File: src/rtl/config_usb_upload.sv
// rtl/config_usb_upload.sv - DFU upload streamer: 4-byte header, then configuration words MSB first
module config_usb_upload #(
  parameter int         WORD_COUNT   = 'd512,
  parameter logic [7:0] COMMAND      = 8'h01,
  parameter int         READ_TIMEOUT = 'd255,
  localparam int        AW           = (WORD_COUNT > 1) ? $clog2(WORD_COUNT) : 1
) (
  input  logic          clk_i,
  input  logic          reset_n_i,
  input  logic          dfu_mode_i,
  input  logic [2:0]    dfu_alt_i,
  input  logic          dfu_in_en_i,
  input  logic          dfu_clear_status_i,
  output logic [7:0]    dfu_in_data_o,
  output logic          dfu_in_valid_o,
  input  logic          dfu_in_ready_i,
  output logic [3:0]    dfu_status_o,
  output logic          word_read_strobe_o,
  output logic [AW-1:0] word_addr_o,
  input  logic [31:0]   read_data_i,
  input  logic          read_valid_i
);

  typedef enum logic [3:0] {
    IDLE, HDR_00, HDR_AA, HDR_FF, HDR_CMD, REQ_WORD, WAIT_WORD, SEND_BYTE, DONE, ERR
  } state_t;

  localparam logic [AW-1:0] LAST_WORD = AW'(WORD_COUNT - 1);
  localparam logic [31:0]   TMO_LIMIT = 32'(READ_TIMEOUT);

  // Leaving DFU mode or alternate setting 2 wipes the block immediately.
  logic rst_local_n;
  assign rst_local_n = reset_n_i & dfu_mode_i & (dfu_alt_i == 3'd2);

  state_t        state_q;
  logic [7:0]    data_q;
  logic          valid_q;
  logic          strobe_q;
  logic [AW-1:0] addr_q;
  logic [AW-1:0] word_cnt_q;
  logic [1:0]    byte_idx_q;
  logic [31:0]   shift_q;
  logic [31:0]   tmo_q;
  logic [3:0]    status_q;
  logic          hs;

  assign hs = valid_q & dfu_in_ready_i;

  always_ff @(posedge clk_i or negedge rst_local_n) begin
    if (!rst_local_n) begin
      state_q    <= IDLE;
      data_q     <= 8'h00;
      valid_q    <= 1'b0;
      strobe_q   <= 1'b0;
      addr_q     <= '0;
      word_cnt_q <= '0;
      byte_idx_q <= 2'd0;
      shift_q    <= 32'h0;
      tmo_q      <= 32'h0;
      status_q   <= 4'h0;
    end else if (dfu_clear_status_i) begin
      state_q    <= IDLE;
      valid_q    <= 1'b0;
      strobe_q   <= 1'b0;
      addr_q     <= '0;
      word_cnt_q <= '0;
      byte_idx_q <= 2'd0;
      tmo_q      <= 32'h0;
      status_q   <= 4'h0;
    end else if (!dfu_in_en_i && !(state_q inside {IDLE, DONE, ERR})) begin
      state_q    <= IDLE;
      valid_q    <= 1'b0;
      strobe_q   <= 1'b0;
      addr_q     <= '0;
      word_cnt_q <= '0;
      byte_idx_q <= 2'd0;
      tmo_q      <= 32'h0;
    end else begin
      case (state_q)
        IDLE: begin
          valid_q <= 1'b0;
          if (dfu_in_en_i) begin
            data_q  <= 8'h00;
            valid_q <= 1'b1;
            state_q <= HDR_00;
          end
        end
        HDR_00: if (hs) begin data_q <= 8'hAA;   state_q <= HDR_AA;  end
        HDR_AA: if (hs) begin data_q <= 8'hFF;   state_q <= HDR_FF;  end
        HDR_FF: if (hs) begin data_q <= COMMAND; state_q <= HDR_CMD; end
        HDR_CMD: begin
          // The strobe is raised on the way in so it is visible throughout REQ_WORD.
          if (hs) begin
            valid_q  <= 1'b0;
            strobe_q <= 1'b1;
            addr_q   <= word_cnt_q;
            state_q  <= REQ_WORD;
          end
        end
        REQ_WORD: begin
          strobe_q <= 1'b0;
          tmo_q    <= 32'h0;
          state_q  <= WAIT_WORD;
        end
        WAIT_WORD: begin
          if (read_valid_i) begin
            shift_q    <= read_data_i;
            data_q     <= read_data_i[31:24];
            valid_q    <= 1'b1;
            byte_idx_q <= 2'd0;
            state_q    <= SEND_BYTE;
          end else if (tmo_q + 32'd1 >= TMO_LIMIT) begin
            status_q <= 4'h1;
            state_q  <= ERR;
          end else begin
            tmo_q <= tmo_q + 32'd1;
          end
        end
        SEND_BYTE: begin
          if (hs) begin
            if (byte_idx_q == 2'd3) begin
              valid_q    <= 1'b0;
              word_cnt_q <= word_cnt_q + AW'(1);
              if (word_cnt_q == LAST_WORD) begin
                state_q <= DONE;
              end else begin
                strobe_q <= 1'b1;
                addr_q   <= word_cnt_q + AW'(1);
                state_q  <= REQ_WORD;
              end
            end else begin
              shift_q    <= shift_q << 8;
              data_q     <= shift_q[23:16];
              byte_idx_q <= byte_idx_q + 2'd1;
            end
          end
        end
        DONE: begin
          valid_q <= 1'b0;
          if (!dfu_in_en_i) state_q <= IDLE;
        end
        ERR: begin
          valid_q  <= 1'b0;
          status_q <= 4'h1;
        end
        default: state_q <= IDLE;
      endcase
    end
  end

  assign dfu_in_data_o      = data_q;
  assign dfu_in_valid_o     = valid_q;
  assign dfu_status_o       = status_q;
  assign word_read_strobe_o = strobe_q;
  assign word_addr_o        = addr_q;

endmodule

File: config.mk
export PLATFORM = sky130hd
export DESIGN_NAME = config_usb_upload
export DESIGN_NICKNAME = d
export VERILOG_FILES = /design/src/rtl/config_usb_upload.sv
export SDC_FILE = /design/constraint.sdc
export NUM_CORES = 1
export LEC_CHECK = 0
export ABC_AREA = 1
export CAP_MARGIN = 20
export CORE_UTILIZATION = 42
export CTS_BUF_LIST = sky130_fd_sc_hd__clkbuf_4 sky130_fd_sc_hd__clkbuf_8
export DETAILED_ROUTE_END_ITERATION = 10
export MAX_ROUTING_LAYER = met4
export PLACE_DENSITY = 0.69
export SLEW_MARGIN = 0
export SYNTH_ARGS = -nofsm -noshare
export SYNTH_HDL_FRONTEND = slang
export SYNTH_SLANG_ARGS = --single-unit
File: constraint.sdc
create_clock -name clk_i -period 16.3 [get_ports clk_i]
set_input_delay 4.89 -clock clk_i [delete_from_list [all_inputs] [get_ports clk_i]]
set_output_delay 4.89 -clock clk_i [all_outputs]
set_load 0.02 [all_outputs]
==> results of run 1 <==
[worst register-to-register path: stages, from the launching register on]
cell	delay, ns
sky130_fd_sc_hd__dfrtp_1	0.43
sky130_fd_sc_hd__nor2_2	0.20
sky130_fd_sc_hd__nand2_1	0.17
sky130_fd_sc_hd__nor2_4	0.78
sky130_fd_sc_hd__inv_2	0.45
sky130_fd_sc_hd__nand2_1	0.24
sky130_fd_sc_hd__nor2_1	0.14
sky130_fd_sc_hd__nor2_1	0.64
sky130_fd_sc_hd__o21ai_0	0.19
sky130_fd_sc_hd__o21a_1	0.15
[per-stage QoR]
step / cells / hold WS [ns] / area (µm²) / power (mW) / util
3_5_place_dp: 959 / 0.4972 / 6180 / 0.4892 / 0.4897
5_1_grt: 975 / 0.5344 / 6382 / 0.6837 / 0.5058
3_3_place_gp: 959 / 0.4888 / 6180 / 0.4858 / 0.4897
6_report: 975 / 0.5168 / 6382 / 0.6432 / 0.5058
4_1_cts: 975 / 0.5218 / 6382 / 0.6512 / 0.5058
2_1_floorplan: 750 / 0.4860 / 5461 / 0.4208 / -
[power by group]
group	switching, mW	internal [mW]	leakage [nW]
sequential	0.0223	0.275	1.22
combinational	0.113	0.0743	1.55
clock	0.0840	0.0747	0.0905
total	0.219	0.424	2.86
[cell usage in the layout, fill, tap and decap left out, drive strengths merged]
master / netlist / final
nand2: 210 / 210
inv: 102 / 102
dfrtp: 91 / 91
nor2: 86 / 86
clkdlybuf4s50: 0 / 61
o21ai: 58 / 58
nand3: 55 / 55
a21oi: 37 / 37
o211ai: 22 / 22
clkbuf: 10 / 10
nand4: 9 / 9
xor2: 8 / 8
o22ai: 7 / 7
nor3: 6 / 6
ha: 5 / 5
mux2: 4 / 4
xnor2: 4 / 4
clkinvlp: 0 / 4
buf: 18 / 4
nor4: 4 / 4
o2111ai: 3 / 3
conb: 1 / 3
nand3b: 2 / 2
a31oi: 1 / 1
a311oi: 1 / 1
a31o: 1 / 1
a41oi: 1 / 1
o21a: 1 / 1
a22oi: 1 / 1
bufinv: 0 / 1
clkinv: 0 / 1
[per-layer routing]
metal,up-vias,part of all wire,track usage
met4,0,0.023,0.09402
met1,2196,0.47,0.2609
li1,2513,-,-
met5,-,0,-
met2,107,0.47,0.3286
met3,23,0.043,0.04236
[registers in the layout (all words and copies together) (netlist names), 2 cells and up]
register	count
word_addr_o	9
shift_q	24
tmo_q	32
dfu_in_data_o	8
byte_idx_q	2
word_cnt_q	9
state_q	4
[area by class of cell]
cell class | count | area share
clock buffer | 10 | 0.02156
clock inverter | 6 | 0.01019
inverter | 102 | 0.05999
multi-input combinational | 529 | 0.4174
sequential | 91 | 0.3568
tap | 172 | 0.03372
timing repair buffer | 65 | 0.1004
[final timing paths]
| kind | endpoint | cells after the start |
|---|---|---|
| worst min-delay path | word_addr_o[2] | 1 |
| worst max-delay path | word_addr_o[2] | 9 |
| worst max register to register | word_addr_o[2] | 9 |
| min in group asynchronous | tmo_q[22] | 4 |
| worst min register to register | word_addr_o[2] | 1 |
| max in group asynchronous | word_read_strobe_o | 4 |
[kinds of logic after synthesis]
family / count (synthesis) / synth area share
buffers and inverters: 130 / 0.09899
adders and majority gates: 5 / 0.01148
DFF: 91 / 0.4180
xor gates and xnor gates: 12 / 0.01929
AOI/OAI and AO/OA: 133 / 0.1399
muxes: 4 / 0.008268
other: 1 / 0.0006884
and+or+nand+nor: 372 / 0.3034
==> implementation parameters, run 1 <==
Parameter                              Value

Die
  Die Area    13430 µm²
  Initial Util    0.4317
  Site row count    41
  Ports    65
  Core outline area    12620 µm²
  Die Wd    115.9 µm
  Die Height    115.9 µm

STA
  Highest Clock Rate    139.2 MHz
  Pins over their slew limit    0
  Final setup violation count    0
  Setup slack after layout    9.118 ns
  Setup skew after layout    0.008685 ns
  TNS Setup    0 ns
  Number of endpoints with negative hold slack in the final report    0
  Clock period minus worst slack    7.182 ns
  Worst slew slack as a fraction of its limit    0.3360
  Transition time of the tightest slew-check pin    0.9937 ns
  Setup repair after global routing missed its margin    no
  Share of the clock period used by the worst path    0.4406

Synth
  Fraction of synthesis flops using an asynchronous set or reset pin    1.000
  Number of flip-flops and latches in the synthesized netlist    91
  Number of enable-type register cells in the synthesized netlist    0
  Most used standard cell by instance count after synthesis    sky130_fd_sc_hd__nand2_1
  Cell type with the largest total area after synthesis    sky130_fd_sc_hd__dfrtp_1
  Most area-consuming cells after synthesis    sky130_fd_sc_hd__dfrtp_1 (42%), sky130_fd_sc_hd__nand2_1 (14%), sky130_fd_sc_hd__inv_1 (6.9%), sky130_fd_sc_hd__nor2_1 (5.2%), sky130_fd_sc_hd__o21ai_0 (5.1%)
  Syn Inst Count    748
  Proportion of synthesized chip area in sequential cells    0.4180
  Mean instance size in the synthesized netlist    7.283 µm²
  Netlist area before placement    5448 µm²
  Fraction of synthesized cell area taken by the top area cell type    0.4180
  Post-synthesis cell type count    40
  Commonest cells post-synth    sky130_fd_sc_hd__nand2_1 (203), sky130_fd_sc_hd__inv_1 (100), sky130_fd_sc_hd__dfrtp_1 (91), sky130_fd_sc_hd__nor2_1 (75), sky130_fd_sc_hd__o21ai_0 (56)
  Most used DFF post-synth    sky130_fd_sc_hd__dfrtp_1
  Total of warnings raised by yosys    0

Worst setup path
  Element type at the critical path start    primary input
  Bufs and invs on worst path    3
  Worst EP arrival    7.45 ns
  CP max-delay cell    sky130_fd_sc_hd__nor2_1
  CP required    16.57 ns
  Worst reg2reg setup slack    12.80 ns
  Beginning of the worst register-to-register path    state_q[3]
  Crit-path cells    clkdlybuf4s50_1 -> inv_1 -> nand2_2 -> inv_1 -> nand3_1 -> nand3_2 -> nor2_1 -> o21ai_0 -> o21a_1
  Crit-path most repeated cell    sky130_fd_sc_hd__inv_1
  Cell type group with the largest total delay on the critical path    simple AND/OR/NAND/NOR gates
  Timing startpoint of the critical path    dfu_clear_status_i
  Maximum fanout encountered on the critical timing path    17
  Worst setup path class    in2reg
  Slowest stage delay, CP    0.62 ns
  Crit path capture type    flip-flop

Clock tree
  CTS hold repair buffers    0
  CTS clock-pin slew for the worst setup and hold paths    0.08 ns
  Setup repair bufs after CTS    0
  Library cell used as clock root buffer    sky130_fd_sc_hd__clkbuf_8
  Source-to-sink clock delay at the later pin of the worst-skew pair    0.37 ns
  # resized after CTS    0
  H-tree levels    3
  TritonCTS sink count    91
  Maximum clock path buffer count    2
  TritonCTS clock tree    done
  TritonCTS Buffers    9

Global route
  Vias in the first global route    4618
  Pin count of the biggest net entering global routing    71
  Global-route wire length before repair    21390 µm
  Number of antenna violations at the first check in global routing    0
  Grt total ovfl    0
  Overall global routing resource usage    0.2095

Cells and area
  Sequential cell area    2277 µm²
  Area used by multi-input combinational logic    2664 µm²
  Share of final-layout standard cells stronger than drive strength 1    0.06725
  Net total in the final layout    845
  Area growth from synthesis to layout    17.16%
  Number of antenna cells inserted    0
  Filler Cell Count    1287

Run status
  Run status    complete, no violations

Routing
  Total number of vias    4839
  Total detailed-routing wirelength    12260 µm
  Detailed-route DRC error count    0
  Detailed-routing iteration count for the pre-antenna-repair pass    5
  Routed len/inst    12.57 µm
  Drt initial violations    348
  Post-DR vias/cell    4.963
  Antenna Nets Post-Route    0

Placed design
  Routability congestion estimate from global placement    0.8963
  Setup WS pre-CTS    8.735 ns
  IO buf count    61
  Half-perimeter wire length after placement    8911 µm

Pwr
  Power density of the placed cells    100.8 nW/µm²
  Static Leak    2.861 nW
  Peak supply drop    0.08477 mV

Job
  Maximum Capacitance Violations    0

Hold path
  Hold_sp    word_addr_o[2]
  Kind of path behind the tightest hold check    reg2reg
Power figures use the tool's default switching activity.
==> inputs of run 2 (changes only) <==
==> constraint.sdc (replaced) <==
create_clock -name clk_i -period 5.75 [get_ports clk_i]
set_input_delay 1.725 -clock clk_i [delete_from_list [all_inputs] [get_ports clk_i]]
set_output_delay 1.725 -clock clk_i [all_outputs]
set_load 0.02 [all_outputs]
==> implementation parameters, run 2 (same netlist as run 1, synthesis figures left out) <==
Parameter                              Value

Die
  Die Area    13430 µm² (unchanged)
  Die Height    115.9 µm (unchanged)
  Core outline area    12620 µm² (unchanged)
  Ports    65 (unchanged)
  Die Wd    115.9 µm (unchanged)
  Initial Util    0.4317 (unchanged)
  Site row count    41 (unchanged)

Pwr
  Peak supply drop    0.2448 mV (was 0.08477 mV)
  Static Leak    2.881 nW (was 2.861 nW)
  Power density of the placed cells    290.8 nW/µm² (was 100.8 nW/µm²)

Cells and area
  Reg with most FFs    tmo_q (unchanged)
  Number of antenna cells inserted    0 (unchanged)
  Share of final-layout standard cells stronger than drive strength 1    0.06725 (unchanged)
  Commonest cells after routing, fill and taps aside    sky130_fd_sc_hd__nand2_1 (203), sky130_fd_sc_hd__inv_1 (100), sky130_fd_sc_hd__dfrtp_1 (91) (unchanged)
  Most common cell after layout, fill and taps aside    sky130_fd_sc_hd__nand2_1 (unchanged)
  Number of flip-flops in the largest register    32 (unchanged)
  Registers with the most flip-flops    tmo_q (32), shift_q (24) (unchanged)
  Final cell count without fillers    975 (unchanged)
  Area growth from synthesis to layout    17.50% (was 17.16%)
  Net total in the final layout    845 (unchanged)

STA
  Transition time of the tightest slew-check pin    0.9910 ns (was 0.9937 ns)
  Setup repair after global routing missed its margin    no (unchanged)
  Setup skew after layout    0.009124 ns (was 0.008685 ns)
  Share of the clock period used by the worst path    0.6953
  Final setup violation count    0 (unchanged)
  Pins over their slew limit    0 (unchanged)
  Clock period minus worst slack    3.998 ns
  Highest Clock Rate    250.1 MHz
  TNS Setup    0 ns (unchanged)
  Worst slew slack as a fraction of its limit    0.3378 (was 0.3360)
  Number of endpoints with negative hold slack in the final report    0 (unchanged)

Worst setup path
  Beginning of the worst register-to-register path    state_q[3] (unchanged)
  Worst EP arrival    4.28 ns (was 7.45 ns)
  Worst setup path class    in2reg (unchanged)
  Crit path capture type    flip-flop (unchanged)
  CP required    6.03 ns (was 16.57 ns)
  Worst reg2reg setup slack    2.25 ns (was 12.80 ns)
  Depth of the worst register-to-register path    9 (unchanged)
  Element type at the critical path start    primary input (unchanged)
  Worst flop-to-flop path endpoint    word_addr_o[2] (unchanged)
  Maximum fanout encountered on the critical timing path    17 (unchanged)

Global route
  Overall global routing resource usage    0.2119 (was 0.2095)
  Vias in the first global route    4607 (was 4618)
  Pin count of the biggest net entering global routing    61 (was 71)
  Grt total ovfl    0 (unchanged)
  Number of antenna violations at the first check in global routing    0 (unchanged)
  Global-route wire length before repair    21530 µm (was 21390 µm)

Hold path
  Worst-case hold path end point    dfu_in_data_o[2] (was word_addr_o[2])
  Hold path depth    1 (unchanged)
  Hold_sp    dfu_in_data_o[2] (was word_addr_o[2])
  Kind of path behind the tightest hold check    reg2reg (unchanged)

Routing
  Total detailed-routing wirelength    12340 µm (was 12260 µm)
  Detailed-route DRC error count    0 (unchanged)
  Drt initial violations    286 (was 348)
  Total number of vias    4781 (was 4839)
  Antenna Nets Post-Route    0 (unchanged)
  Routed len/inst    12.66 µm (was 12.57 µm)
  Post-DR vias/cell    4.904 (was 4.963)
  Detailed-routing iteration count for the pre-antenna-repair pass    5 (unchanged)

Placed design
  IO buf count    61 (unchanged)
  Half-perimeter wire length after placement    8992 µm (was 8911 µm)
  Instance count after placement with tap cells included    959 (unchanged)
  Routability congestion estimate from global placement    0.9024 (was 0.8963)

Clock tree
  Source-to-sink clock delay at the later pin of the worst-skew pair    0.38 ns (was 0.37 ns)
  Library cell used as clock root buffer    sky130_fd_sc_hd__clkbuf_8 (unchanged)
  # resized after CTS    0 (unchanged)
  Setup repair bufs after CTS    0 (unchanged)
  CTS clock-pin slew for the worst setup and hold paths    0.09 ns (was 0.08 ns)
  CTS hold repair buffers    0 (unchanged)
  TritonCTS clock tree    done (unchanged)
  TritonCTS Buffers    9 (unchanged)
  H-tree levels    3 (unchanged)
  Maximum clock path buffer count    2 (unchanged)
  TritonCTS sink count    91 (unchanged)

Run status
  Run status    complete, no violations (unchanged)

Job
  Maximum Capacitance Violations    0 (unchanged)
==> run 2: where the power goes <==
group	internal [mW]	leakage, nW	switching [mW]
Sequential	0.780	1.22	0.0631
Clock	0.250	0.110	0.241
Combinational	0.211	1.55	0.317
==> run 2: how the worst max path moves through the flow <==
stage                       startpoint              to  slack (ns)  depth (start not counted)
after floorplan           dfu_alt_i[1]   byte_idx_q[0]        0.04                          2
after global placement     dfu_in_en_i  word_addr_o[2]        1.41                         10
after detailed placement   dfu_in_en_i  word_addr_o[2]        1.37                         10
after CTS                  dfu_in_en_i  word_addr_o[2]        1.77                         10
after global routing       dfu_in_en_i  word_addr_o[7]        1.45                         10
final                      dfu_in_en_i  word_addr_o[2]        1.75                         10
==> run 2: area by class of cell <==
| cell class | count | area (µm²) |
|---|---|---|
| sequential | 91 | 2277 |
| timing repair buffer | 65 | 640.6 |
| fill | 1315 | 6218 |
| tap | 172 | 215.2 |
| clock inverter | 6 | 90.09 |
| inverter | 102 | 382.9 |
| multi-input combinational | 529 | 2664 |
| clock buffer | 10 | 131.4 |
==> run 2: stage by stage <==
step	area (µm²)	hold WS [ns]	util	setup WS (ns)	total power [mW]
3_5_place_dp	6180	0.4981	0.4897	1.374	1.384
5_1_grt	6401	0.5467	0.5072	1.446	1.980
6_report	6401	0.5194	0.5072	1.752	1.861
4_1_cts	6401	0.5250	0.5072	1.774	1.882
3_3_place_gp	6180	0.4901	0.4897	1.415	1.379
2_1_floorplan	5470	0.4860	-	0.04379	1.193
==> run 2: per-layer routing <==
| layer | part of all wire | GRT usage | vias to the layer above |
|---|---|---|---|
| li1 | - | - | 2522 |
| met1 | 0.48 | 0.2655 | 2174 |
| met2 | 0.46 | 0.3369 | 72 |
| met3 | 0.040 | 0.04079 | 13 |
| met4 | 0.015 | 0.08462 | 0 |
| met5 | 0 | - | - |
==> run 2: critical path, cell delays in order <==
cell                              delay, ns
sky130_fd_sc_hd__clkdlybuf4s50_1       0.47
sky130_fd_sc_hd__inv_1                 0.10
sky130_fd_sc_hd__nand2_1               0.07
sky130_fd_sc_hd__nand2_2               0.30
sky130_fd_sc_hd__inv_1                 0.30
sky130_fd_sc_hd__nand3_1               0.22
sky130_fd_sc_hd__nand3_2               0.14
sky130_fd_sc_hd__nor2_1                0.61
sky130_fd_sc_hd__o21ai_0               0.20
sky130_fd_sc_hd__o21a_1                0.15
